File: config.mk
export PLATFORM = sky130hd
export DESIGN_NAME = l1b_buyruk_yanitlayici
export DESIGN_NICKNAME = d
export VERILOG_FILES = /design/src/rtl/l1b_buyruk_yanitlayici.sv
export SDC_FILE = /design/constraint.sdc
export NUM_CORES = 1
export LEC_CHECK = 0
export BUFFER_PORTS_ARGS = -buffer_cell sky130_fd_sc_hd__clkbuf_2
export CORE_MARGIN = 4
export CORE_UTILIZATION = 40
export CTS_CLUSTER_DIAMETER = 40
export DETAILED_ROUTE_END_ITERATION = 7
export PLACE_DENSITY = 0.63
export REMOVE_ABC_BUFFERS = 1
export SLEW_MARGIN = 10
export SYNTH_ARGS = -nofsm -noshare
export SYNTH_HDL_FRONTEND = slang
export SYNTH_SLANG_ARGS = --single-unit
File: constraint.sdc
create_clock -name clk_i -period 9.95 [get_ports clk_i]
set_input_delay 0.995 -clock clk_i [delete_from_list [all_inputs] [get_ports clk_i]]
set_output_delay 0.995 -clock clk_i [all_outputs]
set_load 0.02 [all_outputs]
File: src/rtl/l1b_buyruk_yanitlayici.sv
// Fetch responder: forwards stage-1 fetch addresses to instruction memory and
// buffers in-order responses for stage 2, with credit-based flow control.
module l1b_buyruk_yanitlayici #(
  parameter int unsigned DERINLIK = 4,
  parameter int unsigned PS_BIT   = 32,
  parameter int unsigned VERI_BIT = 32
) (
  input  logic                        clk_i,
  input  logic                        rst_i,
  input  logic [PS_BIT-1:0]           g1_istek_ps_i,
  input  logic                        g1_istek_gecerli_i,
  output logic                        g1_istek_hazir_o,
  output logic [PS_BIT-1:0]           bellek_istek_ps_o,
  output logic                        bellek_istek_gecerli_o,
  input  logic                        bellek_istek_hazir_i,
  input  logic [VERI_BIT-1:0]         bellek_yanit_veri_i,
  input  logic                        bellek_yanit_gecerli_i,
  output logic [VERI_BIT-1:0]         g2_buyruk_o,
  output logic                        g2_buyruk_gecerli_o,
  input  logic                        g2_buyruk_hazir_i,
  output logic [$clog2(DERINLIK):0]   bekleyen_o,
  output logic                        hata_o
);

  localparam int unsigned AW = $clog2(DERINLIK);
  localparam int unsigned CW = AW + 1;

  logic [VERI_BIT-1:0] tampon_q [DERINLIK];
  logic [AW-1:0]       yaz_ptr_q, yaz_ptr_d;
  logic [AW-1:0]       oku_ptr_q, oku_ptr_d;
  logic [CW-1:0]       bekleyen_q, bekleyen_d;
  logic [CW-1:0]       doluluk_q, doluluk_d;
  logic                hata_q, hata_d;

  logic [CW-1:0] kredi;
  logic          kredi_var;
  logic          istek, yanit, tuketim, bos;

  // Credit uses registered state only, so hazir never depends on this cycle's
  // consume and no combinational path exists from g2 or g1 valid to g1 ready.
  assign kredi     = CW'(DERINLIK) - bekleyen_q - doluluk_q;
  assign kredi_var = (kredi != '0);
  assign bos       = (doluluk_q == '0);

  assign bellek_istek_ps_o      = g1_istek_ps_i;
  assign bellek_istek_gecerli_o = g1_istek_gecerli_i & kredi_var;
  assign g1_istek_hazir_o       = bellek_istek_hazir_i & kredi_var;

  assign istek   = g1_istek_gecerli_i & g1_istek_hazir_o;
  assign yanit   = bellek_yanit_gecerli_i & (bekleyen_q != '0);
  assign tuketim = ~bos & g2_buyruk_hazir_i;

  assign g2_buyruk_gecerli_o = ~bos;
  assign g2_buyruk_o         = bos ? '0 : tampon_q[oku_ptr_q];
  assign bekleyen_o          = bekleyen_q;
  assign hata_o              = hata_q;

  always_comb begin
    yaz_ptr_d  = yaz_ptr_q + AW'(yanit);
    oku_ptr_d  = oku_ptr_q + AW'(tuketim);
    bekleyen_d = bekleyen_q + CW'(istek) - CW'(yanit);
    doluluk_d  = doluluk_q + CW'(yanit) - CW'(tuketim);
    hata_d     = hata_q | (bellek_yanit_gecerli_i & (bekleyen_q == '0));
  end

  always_ff @(posedge clk_i) begin
    if (rst_i) begin
      yaz_ptr_q  <= '0;
      oku_ptr_q  <= '0;
      bekleyen_q <= '0;
      doluluk_q  <= '0;
      hata_q     <= 1'b0;
    end else begin
      yaz_ptr_q  <= yaz_ptr_d;
      oku_ptr_q  <= oku_ptr_d;
      bekleyen_q <= bekleyen_d;
      doluluk_q  <= doluluk_d;
      hata_q     <= hata_d;
    end
  end

  // Storage needs no reset: the head is only presented while doluluk is non-zero.
  always_ff @(posedge clk_i) begin
    if (!rst_i && yanit) begin
      tampon_q[yaz_ptr_q] <= bellek_yanit_veri_i;
    end
  end

endmodule

# Word level (Yosys, flattened, before mapping)
# Memory sizes are Yosys's and may differ from the RTL's. A register that Yosys moved wholly into a read port is not among the register bits.
# Index checks and enable logic that the tools add are counted.
[totals]
ff_bits = 11
latchBits = 0
ramBits = 128
mem_bits_ro = 0
in_bits = 70
out_inout_bits = 71
wordCells = 32
memories = 1
[op_classes]
n_addsub = 8
mul = 0
div = 0
magnitude_cmp = 0
eq_ne = 0
shift = 0
muxes = 4
bitwise = 8
reduce_logical = 6
[mem_list]
columns = ["memory", "words", "width", "read_ports", "rd_clocked_by_memory_dff", "wr", "line_no", "source"]
rows = [
  ["tampon_q", 4, 32, 1, 1, 1, "28", "logic [VERI_BIT-1:0] tampon_q [DERINLIK];"],
]
[ops]
columns = ["cell", "n"]
rows = [
  ["$mux 32", 1],
  ["$add 3x1->3", 2],
  ["$and 1x1->1", 6],
  ["$logic_not 3->1", 2],
  ["$reduce_bool 3->1", 2],
  ["$sub 3x1->3", 2],
  ["$add 2x1->2", 2],
  ["$sub 3x3->3", 1],
  ["$sub 3x3->3 const A", 1],
  ["$mux 1", 2],
  ["$mux 2", 1],
  ["$logic_and 1x1->1", 1],
  ["$logic_not 1->1", 1],
  ["$not 1->1", 1],
  ["$or 1x1->1", 1],
]

# Logic depth before layout (Yosys ltp)
[depth]
ltp_word = 7
mapped_depth = 14
mapped_depth_nobuf = 14

# Least setup slack after synthesis
# No wires, ideal clock.
[synth_path]
path_kind = "input to register"
start = "in rst_i"
end = "mem tampon_q[1][0] (enable)"
setup_ps = 513
t_arrival_ps = 4593
required_time_ps = 9437
path_slack_ps = 4844
stages = 2
n_path_buf = 1
cell_sequence = "clkbuf_1 > nor4b_1"
[synth_via]
elab_chain_len = 4
[synth_rtl]
columns = ["element", "line_no", "source"]
rows = [
  ["start: declaration", "9", "input logic rst_i,"],
  ["$logic_not 1->1", "84", "if (!rst_i && yanit) begin"],
  ["$logic_and 1x1->1", "84", ""],
  ["$mux 1", "84", ""],
  ["$mux 1 (not written as such)", "85", "tampon_q[yaz_ptr_q] <= bellek_yanit_veri_i;"],
  ["end: declaration", "28", ""],
]
# Every way passes these cells.

==> metrics.txt <==
critical path endpoint g2_buyruk_o[18]; initial antenna violation count 1; Reg-to-Reg End bekleyen_o[2]; H-tree Lvls 4; n_diodes 0; commonest non-fill, non-tap cell in the layout edfxtp_1; clk sinks between 100 and 150; min cycle time layout 3.44 ns; final hold violation count 0; CP Data Required Time 8.96 ns; TritonCTS buffer count 17; register area share after synthesis 71.0%; Resized cells post-CTS 0; top cell type's share of synthesized area 67.1%; Fmax 291 MHz; total grt overflow 0; status completed; Final HPWL DP between 6000 and 7000 um; Initial Utilization 41.1%; layout cells sized above 1 39.4%; Setup TNS 0 ns; Routed Antenna Nets 0; setup skew after layout between 0.006 and 0.007 ns; Fillers 1171; DRT Pass-1 Iters 4; multi-input combinational cell area 1350 um2; Final Setup Violations 0; syn_area_per_cell 18.9 um2; worst r2r path cells 14; most frequent cells in the layout 128 x edfxtp_1, 76 x clkbuf_2, 38 x nor2b_1, 32 x mux4_2, 17 x clkbuf_16; largest net degree at the start of global routing 35; Slew headroom between 30 and 40%; Crit. Startpoint oku_ptr_q[0]; die area 16300 um2; gr usage total 14.7%; crit path capture type primary output; RSZ-0062 raised after global routing false; placed cells around 520; Slew Viols, Final 0; PortBufs 76; Worst-Skew Late Latency 0.41 ns; VDD IR max about 0.00014 V; total power draw around 1.9 mW; Mapped Area around 5700 um2; Crit Reg-Reg Startpoint bekleyen_o[1]; clock transition at the registers of the reported paths 0.06 ns; worst slew pin tran roughly 0.95 ns; Mapped Cells 303; Seq. cell area 4070 um2; placed cell areas 6100 um2; Lkg Pwr 2.34 nW; vias after detailed routing between 2000 and 3000; final worst-path cycle share approximately a third; dpl ws 6.82 ns; Area contributors post-synth edfxtp_1 67%, mux4_2 13%, buf_4 4.2%, nor2b_1 4.2%, dfxtp_1 3.8%; root buf cell clkbuf_16; io pins 141; row count 43; design area 6660 um2; die width 128 um; critical path class reg -> out; Pwr Density 284 nW/um2; vias in the first global route 2992; routability cong. 0.708; CTS tree built; Final Non-Filler Cells around 550; P&R area growth vs syn 16.3%; Hold-fix buffers, CTS 0; Crit Path Max Fanout 19; final worst slack 6.51 ns; core area roughly 14000 um2; # nets final 441; first-pass GRT wire length 17200 um; drt wl/cell 20.4 um; Die H 128 um; Final Util 47.8%; drt total wl 11200 um; R2R setup slack 7.07 ns; max-cap violation count 0; Iteration-0 DRC Markers about 150; via/cell ratio 4.99; CTS Buffer Depth 2; DRC viols 0; worst hold slack 0.490 ns; Syn. warnings 0; startpoint types register; setup bufs post-CTS 0; Yosys reg bits 139; CP arrival 2.45 ns; leading area contributor after synthesis edfxtp_1; Netlist cell types 25; Hold Crit Class reg -> reg
flip-flops by register name (all words and copies together), names as in the netlist:
signal      count
oku_ptr_q       2
doluluk_q       3
tampon_q      128
hata_o          1
bekleyen_o      3
yaz_ptr_q       2
metal layers:
metal | vias up | share of wire, % | track usage, %
met3 | 10 | 9.7 | 8.44
met4 | 2 | 0.94 | 4.74
met5 | - | 0.098 | 0
met1 | 1396 | 43 | 18.9
li1 | 1235 | - | -
met2 | 109 | 46 | 21.2
worst min-delay path by stage:
stage                             from            to  slack [ns]  cells after the start
after detailed placement        hata_o        hata_o        0.48                      2
after global routing            hata_o        hata_o        0.51                      2
after floorplan           yaz_ptr_q[1]  yaz_ptr_q[1]        0.53                      2
after CTS                       hata_o        hata_o        0.50                      2
after global placement          hata_o        hata_o        0.46                      2
final                           hata_o        hata_o        0.49                      2
synthesized netlist by cell type:
cell type	count
buf_6	4
edfxtp_1	128
xnor2_1	5
and2_1	1
dfxtp_1	11
nor3_1	2
nand2b_1	1
buf_4	32
nor4bb_1	1
xor2_1	3
nor4b_1	2
clkbuf_1	5
inv_1	10
a21oi_1	1
fa_1	2
a21boi_0	2
a21o_1	1
nor2_1	7
ha_1	9
buf_2	3
nand2_1	1
nor2b_1	38
mux4_2	32
nor3_2	1
nor4_1	1
critical path, stage by stage (launching register included):
cell      delay, ns
dfxtp_2        0.66
buf_4          0.47
mux4_2         0.57
nor2b_1        0.16
clkbuf_2       0.17
report_power, final:
part	switching, mW	internal (mW)	leakage (nW)	total, mW
clock	0.211	0.386	0.275	0.597
sequential	0.0490	0.689	1.25	0.738
combinational	0.318	0.236	0.816	0.554
total	0.579	1.31	2.34	1.89
cell families (layout without fill, tap and decap cells):
family          count (synthesis)  count (layout)  share of synthesized area [%]
xor+xnor                        8               8                           1.22
mux                            32              32                           12.6
flops                         139             139                           71.0
buf+inv                        54             122                           6.23
compound gates                  4               4                          0.481
simple gates                   55              55                           5.84
fa+ha+maj                      11              11                           2.67
cell type report:
type,count,share of cell area (%)
flip-flops and latches,139,61.0
repair buffers,82,6.39
inverters,10,0.563
well taps,180,3.38
clock inverters,11,1.93
multi-input cells,110,20.2
clock buffers,19,6.50
Note: power is estimated with default switching activity, not from simulation.
